## src/rtl/alu_arb_pkg.sv

```systemverilog
// Shared definitions for the two-requester ALU arbiter: opcodes, FSM states, default width.
package alu_arb_pkg;

    localparam int unsigned DefaultDataW = 4;

    localparam logic [1:0] OP_ADD = 2'b00;
    localparam logic [1:0] OP_SUB = 2'b01;
    localparam logic [1:0] OP_AND = 2'b10;
    localparam logic [1:0] OP_OR  = 2'b11;

    typedef enum logic [1:0] {
        StIdle = 2'b00,
        StExec = 2'b01,
        StResp = 2'b10
    } state_e;

endpackage

```

## src/rtl/alu_core.sv

```systemverilog
// Purely combinational ALU: add/sub/and/or with carry, zero and sign flags.
module alu_core
    import alu_arb_pkg::*;
#(
    parameter int unsigned DataW = DefaultDataW
) (
    input  logic [DataW-1:0] a_i,
    input  logic [DataW-1:0] b_i,
    input  logic [1:0]       op_i,
    output logic [DataW-1:0] res_o,
    output logic             cf_o,
    output logic             zf_o,
    output logic             sf_o
);

    logic [DataW:0] sum;

    assign sum = {1'b0, a_i} + {1'b0, b_i};

    always_comb begin
        res_o = '0;
        cf_o  = 1'b0;
        sf_o  = 1'b0;
        unique case (op_i)
            OP_ADD: begin
                res_o = sum[DataW-1:0];
                cf_o  = sum[DataW];
            end
            OP_SUB: begin
                // Negative differences are reported as magnitude plus sign flag.
                if (a_i < b_i) begin
                    res_o = b_i - a_i;
                    sf_o  = 1'b1;
                end else begin
                    res_o = a_i - b_i;
                end
            end
            OP_AND: res_o = a_i & b_i;
            OP_OR:  res_o = a_i | b_i;
            default: res_o = '0;
        endcase
    end

    assign zf_o = (res_o == '0);

endmodule

```

## src/rtl/alu_arbiter.sv

```systemverilog
// Round-robin arbiter in front of a shared ALU; one transaction in flight (IDLE/EXEC/RESP).
// Optional grant statistics counters are enabled by defining ALU_ARB_STATS_EN.
module alu_arbiter
    import alu_arb_pkg::*;
#(
    parameter int unsigned DATA_W = DefaultDataW
) (
    input  logic              clk,
    input  logic              rst_n,
    input  logic [1:0]        req_valid,
    output logic [1:0]        req_ready,
    input  logic [DATA_W-1:0] req_a0,
    input  logic [DATA_W-1:0] req_b0,
    input  logic [DATA_W-1:0] req_a1,
    input  logic [DATA_W-1:0] req_b1,
    input  logic [1:0]        req_op0,
    input  logic [1:0]        req_op1,
    output logic              rsp_valid,
    input  logic              rsp_ready,
    output logic              rsp_id,
    output logic [DATA_W-1:0] rsp_res,
    output logic              rsp_cf,
    output logic              rsp_zf,
    output logic              rsp_sf
`ifdef ALU_ARB_STATS_EN
    ,
    output logic [7:0]        grant_cnt0,
    output logic [7:0]        grant_cnt1
`endif
);

    state_e state_q, state_d;
    logic   rr_ptr_q, rr_ptr_d;

    logic [DATA_W-1:0] cap_a_q, cap_a_d;
    logic [DATA_W-1:0] cap_b_q, cap_b_d;
    logic [1:0]        cap_op_q, cap_op_d;
    logic              cap_id_q, cap_id_d;

    logic              rsp_id_q, rsp_id_d;
    logic [DATA_W-1:0] rsp_res_q, rsp_res_d;
    logic              rsp_cf_q, rsp_cf_d;
    logic              rsp_zf_q, rsp_zf_d;
    logic              rsp_sf_q, rsp_sf_d;

    logic [1:0]        grant;
    logic [DATA_W-1:0] alu_res;
    logic              alu_cf;
    logic              alu_zf;
    logic              alu_sf;

    // Grant is combinational and only offered from IDLE outside reset.
    always_comb begin
        grant = 2'b00;
        if (rst_n && (state_q == StIdle)) begin
            unique case (req_valid)
                2'b01:   grant = 2'b01;
                2'b10:   grant = 2'b10;
                2'b11:   grant = rr_ptr_q ? 2'b10 : 2'b01;
                default: grant = 2'b00;
            endcase
        end
    end

    assign req_ready = grant;

    always_comb begin
        state_d = state_q;
        unique case (state_q)
            StIdle:  if (|grant) state_d = StExec;
            StExec:  state_d = StResp;
            StResp:  if (rsp_ready) state_d = StIdle;
            default: state_d = StIdle;
        endcase
    end

    always_comb begin
        rr_ptr_d  = rr_ptr_q;
        cap_a_d   = cap_a_q;
        cap_b_d   = cap_b_q;
        cap_op_d  = cap_op_q;
        cap_id_d  = cap_id_q;
        rsp_id_d  = rsp_id_q;
        rsp_res_d = rsp_res_q;
        rsp_cf_d  = rsp_cf_q;
        rsp_zf_d  = rsp_zf_q;
        rsp_sf_d  = rsp_sf_q;
        if (|grant) begin
            cap_a_d  = grant[1] ? req_a1  : req_a0;
            cap_b_d  = grant[1] ? req_b1  : req_b0;
            cap_op_d = grant[1] ? req_op1 : req_op0;
            cap_id_d = grant[1];
            rr_ptr_d = ~grant[1];
        end
        if (state_q == StExec) begin
            rsp_id_d  = cap_id_q;
            rsp_res_d = alu_res;
            rsp_cf_d  = alu_cf;
            rsp_zf_d  = alu_zf;
            rsp_sf_d  = alu_sf;
        end
    end

    always_ff @(posedge clk) begin
        if (!rst_n) begin
            state_q   <= StIdle;
            rr_ptr_q  <= 1'b0;
            cap_a_q   <= '0;
            cap_b_q   <= '0;
            cap_op_q  <= 2'b00;
            cap_id_q  <= 1'b0;
            rsp_id_q  <= 1'b0;
            rsp_res_q <= '0;
            rsp_cf_q  <= 1'b0;
            rsp_zf_q  <= 1'b0;
            rsp_sf_q  <= 1'b0;
        end else begin
            state_q   <= state_d;
            rr_ptr_q  <= rr_ptr_d;
            cap_a_q   <= cap_a_d;
            cap_b_q   <= cap_b_d;
            cap_op_q  <= cap_op_d;
            cap_id_q  <= cap_id_d;
            rsp_id_q  <= rsp_id_d;
            rsp_res_q <= rsp_res_d;
            rsp_cf_q  <= rsp_cf_d;
            rsp_zf_q  <= rsp_zf_d;
            rsp_sf_q  <= rsp_sf_d;
        end
    end

    alu_core #(
        .DataW (DATA_W)
    ) u_alu_core (
        .a_i   (cap_a_q),
        .b_i   (cap_b_q),
        .op_i  (cap_op_q),
        .res_o (alu_res),
        .cf_o  (alu_cf),
        .zf_o  (alu_zf),
        .sf_o  (alu_sf)
    );

    assign rsp_valid = (state_q == StResp);
    assign rsp_id    = rsp_id_q;
    assign rsp_res   = rsp_res_q;
    assign rsp_cf    = rsp_cf_q;
    assign rsp_zf    = rsp_zf_q;
    assign rsp_sf    = rsp_sf_q;

`ifdef ALU_ARB_STATS_EN
    logic [7:0] cnt0_q, cnt0_d;
    logic [7:0] cnt1_q, cnt1_d;

    // Counters wrap naturally at 8 bits.
    always_comb begin
        cnt0_d = cnt0_q + 8'(grant[0]);
        cnt1_d = cnt1_q + 8'(grant[1]);
    end

    always_ff @(posedge clk) begin
        if (!rst_n) begin
            cnt0_q <= 8'd0;
            cnt1_q <= 8'd0;
        end else begin
            cnt0_q <= cnt0_d;
            cnt1_q <= cnt1_d;
        end
    end

    assign grant_cnt0 = cnt0_q;
    assign grant_cnt1 = cnt1_q;
`endif

endmodule

```

## config.mk

```make
export PLATFORM = sky130hd
export DESIGN_NAME = alu_arbiter
export DESIGN_NICKNAME = d
export VERILOG_FILES = /design/src/rtl/alu_arb_pkg.sv /design/src/rtl/alu_core.sv /design/src/rtl/alu_arbiter.sv
export SDC_FILE = /design/constraint.sdc
export NUM_CORES = 1
export LEC_CHECK = 0
export ABC_AREA = 1
export ABC_CLOCK_PERIOD_IN_PS = 3000
export CAP_MARGIN = 15
export CORE_MARGIN = 8
export CORE_UTILIZATION = 34
export DETAILED_ROUTE_END_ITERATION = 16
export DONT_BUFFER_PORTS = 1
export GPL_TIMING_DRIVEN = 0
export PLACE_DENSITY = 0.49
export SYNTH_ARGS = -nofsm -noshare
export SYNTH_HDL_FRONTEND = slang
export SYNTH_SLANG_ARGS = --single-unit
```

## constraint.sdc

```tcl
create_clock -name clk -period 3 [get_ports clk]
set_clock_uncertainty 0.15 [all_clocks]
set_input_delay 0.6 -clock clk [delete_from_list [all_inputs] [get_ports clk]]
set_output_delay 0.6 -clock clk [all_outputs]
set_load 0.1 [all_outputs]
```

==> results.toml <==
[placed_design]
port_buffers = 0
gp_congestion = 0.811
placed_cell_area_um2 = 1670
dpl_worst_slack_ns = 0.730
place_hpwl_um = 3010

[logic_synthesis]
synth_area_um2 = 1530
syn_inst = 219
avgSynthCellArea_um2 = 6.98
synth_area_leaders = "dfxtp_1 (29%), ha_1 (12%), nand2_1 (11%)"
yosysUniqueCellTypes = 27
yosys_warnings = 0
synth_top_area_cell = "dfxtp_1"
syn-num-nets = 262
seq_area_frac_synth_pct = 28.8
ys_ff_latch = 22
yosysTopAreaCellShare_pct = 28.8

[clock_network]
ctsResizeCount = 0
cts_setup_buffers = 0
cts_root_buf = "clkbuf_8"
cts.sink_count = 22
clk_latency_ns = 0.26
cts_buffers = 3
path_clk_slew_ns = 0.08
clockBufferDepth = 2
holdBufCountCts = 0
cts_max_level = 1
cts_tree = "done"

[worst_setup_path]
startpoint = "state_q[0]"
r2r_slack_ns = 0.90
worst-path-max-fanout = 10
crit_type = "flop to primary output"
cp_slowest_cell = "buf_2"
critPathRequiredTime_ns = 2.25
rr_startpoint = "cap_a_q[2]"
slowest_delay_ns = 0.59
crit_path_end_kind = "primary output"
cp_data_arrival_time_ns = 1.59
critPathLaunchType = "flop"
crit_chain = "inv_1 > nand3_2 > a211oi_4 > buf_2"

[timing]
hold_viol = 0
setup_tns_ns = 0
fin_crit_sh_pct = 78.1
fmax_mhz = 427
setup_viol = 0
slew_headroom_pct = 34.8
worst_slew_pin_slew_ns = 0.976
setup_slack_ns = 0.656
slew_violations = 0
period_minus_slack_ns = 2.34
grt_setup_unrepaired = "false"

[min_path]
holdCritStartpoint = "rr_ptr_q"
hold_class = "flop to flop"

[final_layout]
nFillCells = 481
final_common_cell = "nand2_1"
drive_gt1_share_pct = 12.8
fin_nets = 271
fin_util_pct = 39.5
final_cell_mix = "nand2_1 (45), inv_1 (32), dfxtp_1 (22)"
syn_to_final_growth_pct = 12.6
final_area_um2 = 1720
multi_input_area_um2 = 921
diodes = 0
seqCellArea_um2 = 440

[die]
ios = 36
initial_utilization_pct = 35.1
core-area_um2 = 4350
die_area_um2 = 6900
die_h_um = 83.1
die_w_um = 83.1
rows = 24

[power]
power_w = 0.000948
ir_worst_vdd_v = 0.000264
power.density_nw_per_um2 = 551
p_leak_nw = 0.757

[route]
dr.pass1.iters = 4
vias_per_cell = 4.79
vias = 1337
routedWlPerCell_um = 12.9
wl_um = 3600
ant_nets = 0
drc_errors = 0
drt_iter0_drc = 48

[grt]
grt_pass1_vias = 1420
overflow = 0
antenna_found_initial = 0
grt_pass1_wl_um = 6560
track_usage_pct = 11.0
grt_max_degree = 13

[run]
cap_violations = 0

[outcome]
outcome = "complete, no violations"
[final cells by class]
| type | count | area share (%) |
|---|---|---|
| Sequential cell | 22 | 25.6 |
| Inverter | 37 | 8.21 |
| Buffer | 5 | 1.67 |
| Timing Repair Buffer | 4 | 4.07 |
| Tap cell | 52 | 3.78 |
| Multi-Input combinational cell | 155 | 53.5 |
| Clock buffer | 4 | 3.20 |
[power by group]
part / switching, W / internal (W) / total [W]
combinational: 0.000184 / 0.000107 / 0.000291
clock: 0.0000948 / 0.000117 / 0.000212
sequential: 0.000124 / 0.000322 / 0.000445
total: 0.000402 / 0.000546 / 0.000948
[registers in the layout, summed over array words and instances, names as in the netlist]
| register | count |
|---|---|
| cap_a_q | 4 |
| cap_b_q | 4 |
| cap_id_q | 1 |
| cap_op_q | 2 |
| rr_ptr_q | 1 |
| rsp_cf | 1 |
| rsp_id | 1 |
| rsp_res | 4 |
| rsp_sf | 1 |
| rsp_zf | 1 |
| state_q | 2 |
[logic make-up (layout without fill, tap and decap cells)]
kind of cell	after synthesis	in the layout	synth area share [%]
simple gates	93	93	27.1
compound gates	42	42	15.6
buf+inv	42	50	11.1
flops	22	22	28.8
fa+ha+maj	18	18	16.2
xor+xnor	2	2	1.15
[synthesized netlist by cell type]
cell type and number:
a211oi_4 1, a21oi_1 16, a21oi_2 1, a31oi_1 3
buf_2 2, buf_6 1, clkbuf_1 2, dfxtp_1 22
fa_1 3, ha_1 15, inv_1 32, inv_2 4
inv_4 1, nand2_1 45, nand2_2 1, nand2_4 1
nand3_1 13, nand3_2 1, nand3b_1 2, nand4_1 2
nor2_1 20, nor2_2 8, o211ai_1 1, o21ai_0 9
o21ai_1 8, o22ai_1 3, xor2_1 2
[worst paths after layout]
kind	end	cells past startpoint
min	rr_ptr_q	2
min reg2reg	rr_ptr_q	2
max reg2reg	rsp_zf	12
max	req_ready[1]	4
[worst max-delay path: cells and delay by family (launching register included)]
family	cells	cell delay, ns
simple gates	1	0.12
compound gates	1	0.22
buf+inv	2	0.67
flops	1	0.32
[metrics by stage]
stage / instances / hold WS, ns
2_1_floorplan: 219 / 0.291
3_3_place_gp: 271 / 0.306
3_5_place_dp: 275 / 0.306
4_1_cts: 279 / 0.314
5_1_grt: 279 / 0.334
6_report: 279 / 0.319
[routing by layer]
layer  share of wire [%]  routed length [um]  global-route usage [%]  vias to the layer above
li1                    -                   -                       -                      711
met1                  48                1750                    13.4                      595
met2                  45                1630                    18.2                       27
met3                 5.2                 186                    3.42                        4
met4                 1.0                  37                    2.40                        0
met5                   0                   0                       0                        -
No activity file was read; power rests on OpenSTA's default activity.
